$ cat config.mk
export PLATFORM = sky130hd
export DESIGN_NAME = ff256_ct_seq_ctrl_param
export DESIGN_NICKNAME = d
export VERILOG_FILES = /design/src/rtl/ff256_ct_seq_ctrl_param.sv
export SDC_FILE = /design/constraint.sdc
export NUM_CORES = 1
export LEC_CHECK = 0
export CAP_MARGIN = 30
export CORE_AREA = 4 4 41 43
export DETAILED_ROUTE_END_ITERATION = 12
export DIE_AREA = 0 0 45 47
export PLACE_DENSITY = 0.67
export SLEW_MARGIN = 20
export SYNTH_ARGS = -nofsm -noshare
export SYNTH_HDL_FRONTEND = slang
export SYNTH_SLANG_ARGS = --single-unit
$ cat constraint.sdc
create_clock -name clk -period 1.7 [get_ports clk]
set_clock_uncertainty 0.2 [all_clocks]
set_input_delay 0.34 -clock clk [delete_from_list [all_inputs] [get_ports clk]]
set_output_delay 0.34 -clock clk [all_outputs]
set_load 0.05 [all_outputs]
$ cat src/rtl/ff256_ct_seq_ctrl_param.sv
`default_nettype none
// ============================================================================
//  Module  : ff256_ct_seq_ctrl_param
//  Brief   : Parametrised load/drain/done sequencer for the FF(256) cosine-
//            transform MAC datapath, with input stall, abort and continuous mode.
//  Rev     : 1.0  initial release
// ============================================================================
module ff256_ct_seq_ctrl_param #(
  parameter int N_PTS      = 8,
  parameter int PIPE_LAT   = 2,
  parameter int CONTINUOUS = 0,
  localparam int IDX_W     = ($clog2(N_PTS) > 1) ? $clog2(N_PTS) : 1,
  localparam int CNT_MAX   = (N_PTS > PIPE_LAT) ? N_PTS : PIPE_LAT,
  localparam int CNT_W     = ($clog2(CNT_MAX) > 1) ? $clog2(CNT_MAX) : 1
) (
  input  logic             clk,
  input  logic             rst,
  input  logic             strt_cmpt,
  input  logic             abort,
  input  logic             in_vld,
  output logic             load_en,
  output logic             acc_clr,
  output logic [IDX_W-1:0] sample_idx,
  output logic             busy,
  output logic             out_vld,
  output logic             done,
  output logic [1:0]       state_o
);

  typedef enum logic [1:0] {
    S_IDLE  = 2'd0,
    S_LOAD  = 2'd1,
    S_DRAIN = 2'd2,
    S_DONE  = 2'd3
  } state_t;

  localparam logic [CNT_W-1:0] c_last_sample = CNT_W'(N_PTS - 1);
  localparam logic [CNT_W-1:0] c_last_drain  = (PIPE_LAT > 0) ? CNT_W'(PIPE_LAT - 1) : '0;
  // With no drain latency the last sample goes straight to DONE.
  localparam state_t c_after_load = (PIPE_LAT > 0) ? S_DRAIN : S_DONE;

  state_t           r_state;
  state_t           w_state_n;
  logic [CNT_W-1:0] r_cnt;
  logic [CNT_W-1:0] w_cnt_n;
  logic             r_out_vld;
  logic             w_in_load;

  always_ff @(posedge clk or negedge rst) begin
    if (!rst) begin
      r_state   <= S_IDLE;
      r_cnt     <= '0;
      r_out_vld <= 1'b0;
    end else begin
      r_state   <= w_state_n;
      r_cnt     <= w_cnt_n;
      // Pulse only on the edge that enters DONE, never while sitting in it.
      r_out_vld <= (w_state_n == S_DONE) && (r_state != S_DONE);
    end
  end

  always_comb begin
    w_state_n = r_state;
    w_cnt_n   = r_cnt;
    if (abort) begin
      w_state_n = S_IDLE;
      w_cnt_n   = '0;
    end else begin
      case (r_state)
        S_IDLE: begin
          w_cnt_n = '0;
          if (strt_cmpt) begin
            w_state_n = S_LOAD;
          end
        end
        S_LOAD: begin
          if (in_vld) begin
            if (r_cnt == c_last_sample) begin
              w_state_n = c_after_load;
              w_cnt_n   = '0;
            end else begin
              w_cnt_n = r_cnt + 1'b1;
            end
          end
        end
        S_DRAIN: begin
          if (r_cnt == c_last_drain) begin
            w_state_n = S_DONE;
            w_cnt_n   = '0;
          end else begin
            w_cnt_n = r_cnt + 1'b1;
          end
        end
        S_DONE: begin
          w_cnt_n = '0;
          if (!strt_cmpt) begin
            w_state_n = S_IDLE;
          end else if (CONTINUOUS != 0) begin
            w_state_n = S_LOAD;
          end
        end
        default: begin
          w_state_n = S_IDLE;
          w_cnt_n   = '0;
        end
      endcase
    end
  end

  assign w_in_load  = (r_state == S_LOAD);
  assign load_en    = w_in_load & in_vld & ~abort;
  assign acc_clr    = load_en & (r_cnt == '0);
  assign sample_idx = w_in_load ? r_cnt[IDX_W-1:0] : '0;
  assign busy       = (r_state == S_LOAD) || (r_state == S_DRAIN);
  assign out_vld    = r_out_vld;
  assign done       = (r_state == S_DONE);
  assign state_o    = r_state;

endmodule
`default_nettype wire

==> run summary <==
• **final count of hold timing violations** 0
• **number of nets in the layout** 97
• **Ys Warns** 0
• **critical setup path kind** register to output port
• **minimum clock period after layout** 1.92 ns
• **P per Cell Area** 1680 mW/mm²
• **syn_nets** 65
• **Total Die Area** 0.00212 mm²
• **Routed Wire Length** 1400 µm
• **total power draw** 1.58 mW
• **area taken by multi-input logic gates** 384 µm²
• **starting density of the core** 0.373
• **clk sinks** 6
• **FF+latch area** 153 µm²
• **largest net degree at the start of global routing** 9
• **fraction of synthesized area in multiplexers** 0
• **clock input transition at the sequential cells of the worst setup and hold paths** 0.05 ns
• **max-slew headroom at the worst pin** 0.759
• **critical path peak fanout** 3
• **Max-cap violations** 0
• **post-route setup slack** -0.220 ns
• **clock tree buffer depth** 2
• **static leakage** 0.416 nW
• **fill cell instance count of the final layout** 95
• **share of cells above drive strength 1** 0.554
• **share of synthesized area occupied by flip-flops and latches** 0.309
• **timing-limited maximum frequency** 521 MHz
• **critical path data required time** 1.16 ns
• **pre-CTS setup slack** -0.258 ns
• **DRC errors left** 0
• **Hold WC Path Type** input port to asynchronous set/reset pin
• **failing checks** negative setup slack
• **Simple-Gate Fraction of Synth Area** 0.229
• **count of H-tree levels built during CTS** 1
• **row cnt** 13
• **routed vias/inst** 5.16
• **startpoint kind of the worst setup timing path** register
• **TritonCTS clock tree** yes
• **adder-cell area share of the yosys netlist** 0.206
• **unrepaired setup endpoints after global routing** yes
• **number of detailed-route iterations in the first pass** 4
• **fraction of the mapped netlist area in compound gates** 0.209
• **final weighted congestion in routability-driven placement** 0.792
• **final critical-path share of the clock period** 1.13
• **mean cell area of the mapped netlist** 9.34 µm²
• **utilization of the core after routing** 0.725
• **number of ports placed on the die boundary** 15
• **main combinational cell family by area after synthesis** simple AND/OR/NAND/NOR gates
• **non-filler instance count after layout** 98
• **initial antenna violation count** 0
• **fraction of post-synthesis cell area in the top cell type by area** 0.309
• **Cell Area, Synth** 485 µm²
• **I/O Buffers** 14
• **number of placed instances, taps included** 90
• **arrival time at the worst endpoint** 1.38 ns
• **count of nets left with antenna violations after detail routing** 0
• **vias in the first global route** 559
• **number of DRC markers in iteration 0** 6
• **run status** finished with violations
• **clock buffers created by TritonCTS** 3
• **ranking of synthesized cells by area** sky130_fd_sc_hd__dfrtp_1, sky130_fd_sc_hd__ha_1, sky130_fd_sc_hd__inv_1, sky130_fd_sc_hd__nand2_1, sky130_fd_sc_hd__and2_1
• **number of max-slew violations in the final report** 0
• **library cell with the largest summed area after synthesis** sky130_fd_sc_hd__dfrtp_1
• **cts hold-fix bufs** 0
• **Seq cells post-synth** 6
• **die boundary height** 47 µm
• **Remaining Overflow, GRT** 0
• **post-synthesis to final-layout area growth** 94.3%
• **root buffer cell** sky130_fd_sc_hd__clkbuf_4
• **overall track demand over capacity in global routing** 0.155
• **die boundary width** 45 µm
• **final-report setup violation count** 9
• **post-detail-place hpwl** 959 µm
• **distinct cell type count of the synthesized netlist** 26
• **VDD IR max** 0.00154 V
• **clock latency reported for the late side of the worst-skew pair** 0.25 ns
• **global-route wire length before repair** 2280 µm
• **core area** 0.00130 mm²
• **CP endpoint kind** output port
• **vias after detailed routing** 506
• **post-DR wirelength/cell** 14.3 µm
• **Antenna Cells** 0
• **area share of xor/xnor cells in the synthesized design** 0
• **Worst Tran Pin Value** 0.360 ns
• **Synth Instances** 52
==> cells in the mapped netlist <==
cell type,number
sky130_fd_sc_hd__and3b_1,1
sky130_fd_sc_hd__a211oi_1,1
sky130_fd_sc_hd__and2_1,3
sky130_fd_sc_hd__a311o_2,1
sky130_fd_sc_hd__dfrtp_1,6
sky130_fd_sc_hd__nor2b_1,1
sky130_fd_sc_hd__nand2b_4,1
sky130_fd_sc_hd__o31a_1,1
sky130_fd_sc_hd__a22oi_1,1
sky130_fd_sc_hd__nand2b_1,1
sky130_fd_sc_hd__a211o_1,1
sky130_fd_sc_hd__a21oi_1,2
sky130_fd_sc_hd__a21boi_1,1
sky130_fd_sc_hd__o21ai_1,1
sky130_fd_sc_hd__a211o_2,1
sky130_fd_sc_hd__o31ai_1,1
sky130_fd_sc_hd__nor3b_1,1
sky130_fd_sc_hd__inv_1,6
sky130_fd_sc_hd__ha_1,8
sky130_fd_sc_hd__o21ai_0,2
sky130_fd_sc_hd__nor4_2,1
sky130_fd_sc_hd__and3_1,1
sky130_fd_sc_hd__a21o_1,1
sky130_fd_sc_hd__nand3_1,1
sky130_fd_sc_hd__nand2_1,6
sky130_fd_sc_hd__nor2_1,1
==> final timing paths <==
path / from / end / slack, ns / cells past startpoint
setup / recovery: state_o[1] / acc_clr / -0.22 / 5
max in group asynchronous: rst / state_o[0] / 0.94 / 1
hold / removal: rst / out_vld / 0.13 / 1
min in group clk: r_cnt[0] / r_cnt[0] / 0.34 / 2
setup reg to reg: state_o[0] / state_o[1] / -0.03 / 5
hold reg to reg: r_cnt[0] / r_cnt[0] / 0.34 / 2
==> repair_timing <==
action	in CTS	in global routing
resized for setup	11	2
buffers inserted	3	1
cloned	0	0
pin swaps	1	2
setup endpoints to repair	9	11
==> metrics by stage <==
| stage | setup TNS, ns | instance area [µm²] | hold WS, ns |
|---|---|---|---|
| global route | -1.45 | 943 | 0.139 |
| finish | -0.991 | 943 | 0.130 |
| global placement | -0.510 | 837 | 0.333 |
| floorplan | -1.14 | 510 | -0.156 |
| detailed placement | -0.552 | 837 | 0.356 |
| CTS | -0.960 | 925 | 0.132 |
==> critical path: stages, from the launching register on <==
cell	delay, ns
sky130_fd_sc_hd__dfrtp_2	0.41
sky130_fd_sc_hd__inv_2	0.07
sky130_fd_sc_hd__ha_4	0.13
sky130_fd_sc_hd__and3_4	0.18
sky130_fd_sc_hd__and3b_2	0.20
sky130_fd_sc_hd__buf_12	0.14
==> metal layers <==
| layer | GRT usage | vias to the layer above | share of wire |
|---|---|---|---|
| met5 | 0 | - | 0 |
| met4 | 0.0760 | 0 | 0.019 |
| met3 | 0.0805 | 4 | 0.061 |
| met2 | 0.280 | 18 | 0.55 |
| met1 | 0.143 | 239 | 0.37 |
| li1 | - | 245 | - |
==> layout by cell type (no fill, tap or decap), drive strengths merged, types with 2 or more instances in the layout <==
cell type      instances
a211o                  2
nand2                  6
a21oi                  2
clkdlybuf4s50          3
and2                   3
clkbuf                 4
ha                     8
inv                    6
dfrtp                  6
buf                   23
o21ai                  3
nand2b                 2
==> final cells by class <==
type | instances | share of cell area
Inverter | 6 | 0.0265
Timing Repair Buffer | 27 | 0.357
Multi-Input combinational cell | 40 | 0.407
Clock buffer | 4 | 0.0279
Sequential cell | 6 | 0.162
Tap cell | 15 | 0.0199
==> kinds of logic after synthesis <==
group / Yosys count
buffers and inverters: 6
AO/OA/AOI/OAI: 14
AND/OR/NAND/NOR: 18
adder cells (fa/ha/maj): 8
flip-flops: 6
==> state kept, by name (all words and copies together) (netlist names) <==
register / flops
r_cnt: 3
state_o: 2
out_vld: 1
==> report_power, final <==
group | switching [mW] | total [mW] | internal [mW]
clock network | 0.0537 | 0.143 | 0.0891
registers | 0.0359 | 0.218 | 0.182
logic | 0.619 | 1.22 | 0.601
No activity file was read; power rests on OpenSTA's default activity.
